<file path="src/rtl/hub75e_frame_writer.sv">
`default_nettype none
// ============================================================================
// Module   : hub75e_frame_writer
// Purpose  : Write side of the HUB75E double-buffered frame memory. Packs the
//            D/C-qualified SPI byte stream into RGB888 pixels and writes them
//            in raster order into the back buffer. Once a full frame is in,
//            the buffers are swapped at the next scan-frame boundary.
// Ports    : clk_i, rst_n_i           - clock, async active-low reset
//            dc_i, spi_byte_vld_i,
//            spi_byte_data_i          - byte stream from spi_slave
//            rd_frame_end_i           - end-of-scan pulse from waveform_gen
//            ram_wr_en_o/sel_o/addr_o/
//            data_o/done_o            - back-buffer write port
//            frame_sel_o              - buffer currently displayed
//            ovf_o                    - sticky dropped-byte flag
// Revision : 1.0 - initial release
// ============================================================================
module hub75e_frame_writer #(
  parameter int         COL_BITS     = 6,
  parameter int         ROW_BITS     = 6,
  parameter logic [7:0] CMD_WR_START = 8'h2C
) (
  input  logic                         clk_i,
  input  logic                         rst_n_i,
  input  logic                         dc_i,
  input  logic                         spi_byte_vld_i,
  input  logic [7:0]                   spi_byte_data_i,
  input  logic                         rd_frame_end_i,
  output logic                         ram_wr_en_o,
  output logic                         ram_wr_sel_o,
  output logic [COL_BITS+ROW_BITS-1:0] ram_wr_addr_o,
  output logic [23:0]                  ram_wr_data_o,
  output logic                         ram_wr_done_o,
  output logic                         frame_sel_o,
  output logic                         ovf_o
);

  localparam int ADDR_W = COL_BITS + ROW_BITS;

  typedef enum logic [1:0] {
    ST_IDLE      = 2'd0,
    ST_WRITE     = 2'd1,
    ST_WAIT_SWAP = 2'd2
  } state_e;

  state_e              state_q,     state_d;
  logic [COL_BITS-1:0] col_q,       col_d;
  logic [ROW_BITS-1:0] row_q,       row_d;
  logic [1:0]          phase_q,     phase_d;
  logic [15:0]         pix_q,       pix_d;      // {R, G} gathered so far
  logic                wr_en_q,     wr_en_d;
  logic                wr_sel_q,    wr_sel_d;
  logic [ADDR_W-1:0]   wr_addr_q,   wr_addr_d;
  logic [23:0]         wr_data_q,   wr_data_d;
  logic                wr_done_q,   wr_done_d;
  logic                frame_sel_q, frame_sel_d;
  logic                ovf_q,       ovf_d;

  always_comb begin
    state_d     = state_q;
    col_d       = col_q;
    row_d       = row_q;
    phase_d     = phase_q;
    pix_d       = pix_q;
    wr_en_d     = 1'b0;
    wr_sel_d    = wr_sel_q;
    wr_addr_d   = wr_addr_q;
    wr_data_d   = wr_data_q;
    wr_done_d   = 1'b0;
    frame_sel_d = frame_sel_q;
    ovf_d       = ovf_q;

    if (spi_byte_vld_i) begin
      if (!dc_i) begin
        if (spi_byte_data_i == CMD_WR_START) begin
          if (state_q == ST_WAIT_SWAP) begin
            ovf_d = 1'b1;
          end else begin
            // (Re)open a frame; any partial pixel is discarded via phase reset.
            state_d = ST_WRITE;
            col_d   = '0;
            row_d   = '0;
            phase_d = 2'd0;
          end
        end
      end else begin
        case (state_q)
          ST_WRITE: begin
            case (phase_q)
              2'd0: begin
                pix_d[15:8] = spi_byte_data_i;
                phase_d     = 2'd1;
              end
              2'd1: begin
                pix_d[7:0] = spi_byte_data_i;
                phase_d    = 2'd2;
              end
              default: begin
                phase_d   = 2'd0;
                wr_en_d   = 1'b1;
                wr_addr_d = {row_q, col_q};
                wr_data_d = {pix_q, spi_byte_data_i};
                col_d     = col_q + COL_BITS'(1);
                if (&col_q) begin
                  row_d = row_q + ROW_BITS'(1);
                end
                if ((&col_q) && (&row_q)) begin
                  wr_done_d = 1'b1;
                  state_d   = ST_WAIT_SWAP;
                end
              end
            endcase
          end
          ST_WAIT_SWAP: ovf_d = 1'b1;
          default: ;
        endcase
      end
    end

    // A scan-end pulse coincident with the final write (wr_done_q high) is
    // too early: the display may already be re-reading the old buffer.
    if ((state_q == ST_WAIT_SWAP) && rd_frame_end_i && !wr_done_q) begin
      frame_sel_d = ~frame_sel_q;
      wr_sel_d    = frame_sel_q;
      state_d     = ST_IDLE;
    end
  end

  always_ff @(posedge clk_i or negedge rst_n_i) begin
    if (!rst_n_i) begin
      state_q     <= ST_IDLE;
      col_q       <= '0;
      row_q       <= '0;
      phase_q     <= 2'd0;
      pix_q       <= '0;
      wr_en_q     <= 1'b0;
      wr_sel_q    <= 1'b1;
      wr_addr_q   <= '0;
      wr_data_q   <= '0;
      wr_done_q   <= 1'b0;
      frame_sel_q <= 1'b0;
      ovf_q       <= 1'b0;
    end else begin
      state_q     <= state_d;
      col_q       <= col_d;
      row_q       <= row_d;
      phase_q     <= phase_d;
      pix_q       <= pix_d;
      wr_en_q     <= wr_en_d;
      wr_sel_q    <= wr_sel_d;
      wr_addr_q   <= wr_addr_d;
      wr_data_q   <= wr_data_d;
      wr_done_q   <= wr_done_d;
      frame_sel_q <= frame_sel_d;
      ovf_q       <= ovf_d;
    end
  end

  assign ram_wr_en_o   = wr_en_q;
  assign ram_wr_sel_o  = wr_sel_q;
  assign ram_wr_addr_o = wr_addr_q;
  assign ram_wr_data_o = wr_data_q;
  assign ram_wr_done_o = wr_done_q;
  assign frame_sel_o   = frame_sel_q;
  assign ovf_o         = ovf_q;

endmodule
`default_nettype wire

</file>
<file path="config.mk">
export PLATFORM = sky130hd
export DESIGN_NAME = hub75e_frame_writer
export DESIGN_NICKNAME = d
export VERILOG_FILES = /design/src/rtl/hub75e_frame_writer.sv
export SDC_FILE = /design/constraint.sdc
export NUM_CORES = 1
export LEC_CHECK = 0
export ABC_AREA = 1
export BUFFER_PORTS_ARGS = -buffer_cell sky130_fd_sc_hd__buf_4
export CAP_MARGIN = 5
export CORE_MARGIN = 3
export CORE_UTILIZATION = 55
export CTS_CLUSTER_SIZE = 16
export DETAILED_ROUTE_END_ITERATION = 7
export PLACE_DENSITY = 0.89
export SLEW_MARGIN = 20
export SYNTH_ARGS = -nofsm -noshare
export SYNTH_HDL_FRONTEND = slang
export SYNTH_SLANG_ARGS = --single-unit
</file>
<file path="constraint.sdc">
create_clock -name clk_i -period 1.45 [get_ports clk_i]
set_input_delay 0.29 -clock clk_i [delete_from_list [all_inputs] [get_ports clk_i]]
set_output_delay 0.29 -clock clk_i [all_outputs]
set_load 0.01 [all_outputs]
</file>
# Yosys cells after proc, flatten, opt, wreduce, memory -nomap -nowiden
# Index checks and enable logic that the tools add are counted.
[op_classes] n_addsub=2 eq_ne=12 n_mux=34 bitwise=2 reduce_logical=19
[op_table] cell="2-to-1 mux 6 bit" n=9
[op_table] cell="2-to-1 mux 2 bit" n=12
[op_table] cell="AND reduction 6 bit" n=4
[op_table] cell="AND reduction 4 bit" n=4
[op_table] cell="adder 6 x 1 -> 6 bit (second input constant)" n=2
[op_table] cell="2-to-1 mux 1 bit" n=12
[op_table] cell="== test 8 x 6 -> 1 bit (second input constant)" n=1
[op_table] cell="inequality test 3 x 1 -> 1 bit (second input constant)" n=2
[op_table] cell="inequality test 3 x 2 -> 1 bit (second input constant)" n=2
[op_table] cell="AND reduction 5 bit" n=1
[op_table] cell="== test 2 x 1 -> 1 bit (second input constant)" n=2
[op_table] cell="inequality test 2 x 1 -> 1 bit (second input constant)" n=2
[op_table] cell="inequality test 2 bit (second input constant)" n=2
[op_table] cell="one-hot mux 2 bit (2 select lines)" n=1
[op_table] cell="nonzero test 2 bit" n=2
[op_table] cell="logical AND 1 bit" n=3
[op_table] cell="nonzero test 3 bit" n=1
[op_table] cell="== test 2 bit (second input constant)" n=1
[op_table] cell="logical NOT 2 bit" n=1
[op_table] cell="NOT 1 bit" n=2
[op_table] cell="AND reduction 2 bit" n=1
[op_table] cell="OR reduction 2 bit" n=1
[op_table] cell="logical NOT 1 bit" n=1
[word_totals] reg_bits=73 inputBits=13 output_inout_bits=41 elab_cells=82

# Longest topological paths before layout
[logic_depth] ltp_word=8 ltp_mapped=9 depth_no_buf=9

# Worst setup path before layout
# OpenSTA, ideal clock, no wires.
[synth_path] path_type="register -> register" from="register col_q[0]" to="register row_q[0]" arrival_time_ps=1191 required_ps=1322 setup_slack_ps=131 stages_incl_launch_ff=9 path_buffers=0 synth_period_minus_slack_ps=1319 path_cell_list="dfrtp_1 > ha_1 > nand2_1 > nor2_1 > nand2_1 > nand2_1 > nand3_4 > nand2_1 > o21ai_0"
[synth_via] elab_chain_cells=3
[synth_lines] item="start: declaration" line="47" rtl="logic [COL_BITS-1:0] col_q, col_d;"
[synth_lines] item="start signal: assignment" line="145" rtl="col_q <= col_d;"
[synth_lines] item="AND reduction 6 bit" line="104" rtl="if (&col_q) begin"
[synth_lines] item="inequality test 2 x 1 -> 1 bit (no source line)"
[synth_lines] item="AND reduction 6 bit (no source line)"
[synth_lines] item="end signal: assignment" line="146" rtl="row_q <= row_d;"
[synth_lines] item="end: declaration" line="48" rtl="logic [ROW_BITS-1:0] row_q, row_d;"
# No other way between the ends.
# A chain may end at the register's enable or synchronous reset.

# Worst setup path after layout
[layout_path] from="register row_q[1]" to="register state_q[0]"
[layout_via] elab_chain_cells=4
[layout_lines] item="AND reduction 6 bit" line="107" rtl="if ((&col_q) && (&row_q)) begin"
[layout_lines] item="logical AND 1 bit" line="107"
[layout_lines] item="inequality test 3 x 1 -> 1 bit (no source line)"
[layout_lines] item="AND reduction 6 bit (no source line)"
[layout_lines] item="end signal: assignment" line="144" rtl="state_q <= state_d;"
[layout_lines] item="end: declaration" line="46" rtl="state_e state_q, state_d;"
# No other way between the ends.

==> flow_summary.json <==
{
  "peakVddDrop_v": 0.000776,
  "routed_via_density": 5.34,
  "yosysWarnings": 0,
  "p_per_area_nw_per_um2": 980,
  "cp-start-kind": "flip-flop",
  "worstSetupPathType": "flip-flop to flip-flop",
  "drt_iter0_drc": 259,
  "timing.slew.headroom_pct": 69.2,
  "die_h_microns": 81.6,
  "portBuffers": 53,
  "synth_nets": 365,
  "drtAntennaViolNets": 0,
  "area_delta_synth_final_pct": 27.6,
  "grt_overflow": 0,
  "crit_top_cell": "nand2_1",
  "critPathTopFamily": "simple AND/OR/NAND/NOR gates",
  "clock_skew_ns": 0.00521,
  "htree_levels": 3,
  "rows": 26,
  "layout_common_cells": "nand2_1, dfrtp_1, buf_4",
  "die_area_sq_um": 6660,
  "final-max-slew-violation-count": 0,
  "vias": 2693,
  "fin_ws_ns": -0.0332,
  "netlist_area_sq_um": 3150,
  "crit_path_max_incr_delay_ns": 0.38,
  "antenna_found_initial": 0,
  "yosys.area.top_type": "dfrtp_1",
  "setup_viol": 6,
  "cp.arrival_ns": 1.71,
  "cts_buffers": 9,
  "hold_viol": 0,
  "grt_pass1_wl_microns": 11100,
  "synth_top_area_share_pct": 57.3,
  "worstPathMaxFanout": 3,
  "grt_pass1_vias": 2452,
  "coreArea_sq_um": 5300,
  "hold_class": "input pin to flip-flop",
  "synth-seq-cells": 73,
  "wl_per_cell_microns": 14.6,
  "outcome": "finished with violations",
  "grt_max_degree": 37,
  "cp_cell_sequence": "ha_1, inv_1, nor2_2, nand2_1, nor2_2, nand3_1, nand2_1, nand2_1",
  "drc": 0,
  "diodes": 0,
  "cts_buffer_depth": 2,
  "die-width_microns": 81.6,
  "crit_buf_inv": 1,
  "root_buffer": "clkbuf_8",
  "slowest_stage": "dfrtp_1",
  "total_power_mw": 3.93,
  "syn_avg_cell_area_sq_um": 8.99,
  "fin_setup_tns_ns": -0.0827,
  "leakage_nw": 2.14,
  "end_kind": "flip-flop",
  "drive_gt1_share_pct": 27.2,
  "cts_tree": "built",
  "cap_violations": 0,
  "final_common_cell": "nand2_1",
  "rsz0062_at_grt": "yes",
  "clk_latency_ns": 0.34,
  "hpwl_microns": 4760,
  "first_pass_iters": 4,
  "cts.sinks": 73,
  "ioPinCount": 54,
  "period_minus_slack_ns": 1.48,
  "track_usage_pct": 22.1,
  "max_freq_ghz": 0.674,
  "max_slew.worst_pin.slew_ns": 0.462,
  "initial_core_util_pct": 59.3,
  "path_clk_slew_ns": 0.07,
  "routed_wl_microns": 7370,
  "finalNetCount": 444,
  "ys_seq_area_share_pct": 58.1,
  "syn_inst": 350,
  "synth.area.top_cells": "dfrtp_1, nand2_1, o21ai_0",
  "required_ns": 1.68,
  "fin_crit_sh_pct": 102,
  "violations": "negative setup slack",
  "gp_congestion": 0.808,
  "synth_cell_types": 30
}
-- repair_timing --
action	4_1_cts	5_1_grt
setup buffers	0	6
gates resized for setup	0	27
setup endpoints to repair	0	55
hold buffers	1	0
hold endpoints to repair	32	0
-- cell families (layout without fill, tap and decap cells) --
group | Yosys count | after routing | share of synthesized area (%)
fa+ha+maj | 2 | 2 | 0.795
xor+xnor | 6 | 6 | 1.67
flops | 73 | 73 | 58.1
simple gates | 188 | 191 | 25.9
buf+inv | 41 | 122 | 6.92
compound gates | 40 | 40 | 6.56
-- Yosys cell counts, drive strengths merged --
cell type and count:
a31o 1, nand4 4, nand2 150, inv 28, dfstp 1, xor2 1
dfrtp 72, buf 11, clkinv 2, nand3 13, o21a 1, xnor2 5
ha 2, nand3b 2, nor3 2, o21ai 37, nor2 17, a21oi 1
-- sequential cells by signal (all words and copies together), names as in the netlist, 2 cells and up --
register and cells:
pix_q 16, col_q 6, ram_wr_addr_o 12, row_q 6, phase_q 2, ram_wr_data_o 24, state_q 2
-- layer usage --
layer | share of wire (%) | wire length [microns] | vias up | track usage, %
met5 | 0 | 0 | - | 0
li1 | - | - | 1265 | -
met1 | 40 | 2980 | 1280 | 28.2
met2 | 49 | 3580 | 127 | 37.1
met4 | 2.5 | 185 | 0 | 9.97
met3 | 8.4 | 622 | 21 | 4.06
-- stage by stage --
stage | hold WS, ns | setup slack [ns] | area (sq um) | util (%) | cells
global placement | 0.267 | 0.0929 | 3660 | 69.1 | 478
detailed placement | 0.268 | 0.0324 | 3660 | 69.1 | 478
global route | 0.246 | -0.118 | 4010 | 75.7 | 504
CTS | 0.222 | 0.00975 | 3840 | 72.5 | 495
floorplan | -0.00559 | 0.131 | 3150 | - | 350
finish | 0.261 | -0.0332 | 4010 | 75.7 | 504
-- path summary, 6_finish.rpt --
| kind | startpoint | slack [ns] | endpoint | cells past startpoint |
|---|---|---|---|---|
| max | row_q[1]$_DFFE_PN0P_ | -0.03 | state_q[0]$_DFFE_PN0P_ | 8 |
| min | spi_byte_vld_i | 0.26 | ovf_o$_DFFE_PN0P_ | 2 |
| max reg2reg | row_q[1]$_DFFE_PN0P_ | -0.03 | state_q[0]$_DFFE_PN0P_ | 8 |
| min reg2reg | ram_wr_data_o[14]$_DFFE_PN0P_ | 0.47 | ram_wr_data_o[14]$_DFFE_PN0P_ | 2 |
| max in group asynchronous | rst_n_i | 0.48 | ram_wr_addr_o[10]$_DFFE_PN0P_ | 3 |
| min in group asynchronous | rst_n_i | 0.44 | ram_wr_data_o[2]$_DFFE_PN0P_ | 2 |
-- cell type report --
class                   instances  area [sq um]
inverters                      30           116
well taps                      70          87.6
flip-flops and latches         73          1830
fillers                       359          1290
multi-input cells             239          1190
clock inverters                 5          31.3
clock buffers                  11           141
repair buffers                 76           618
-- power breakdown --
group / switching, mW / internal, mW / total [mW]
Sequential: 0.0569 / 2.12 / 2.17
Combinational: 0.203 / 0.155 / 0.358
Clock: 0.740 / 0.662 / 1.40
Total: 1.00 / 2.93 / 3.93
(Power assumes the default switching activity.)
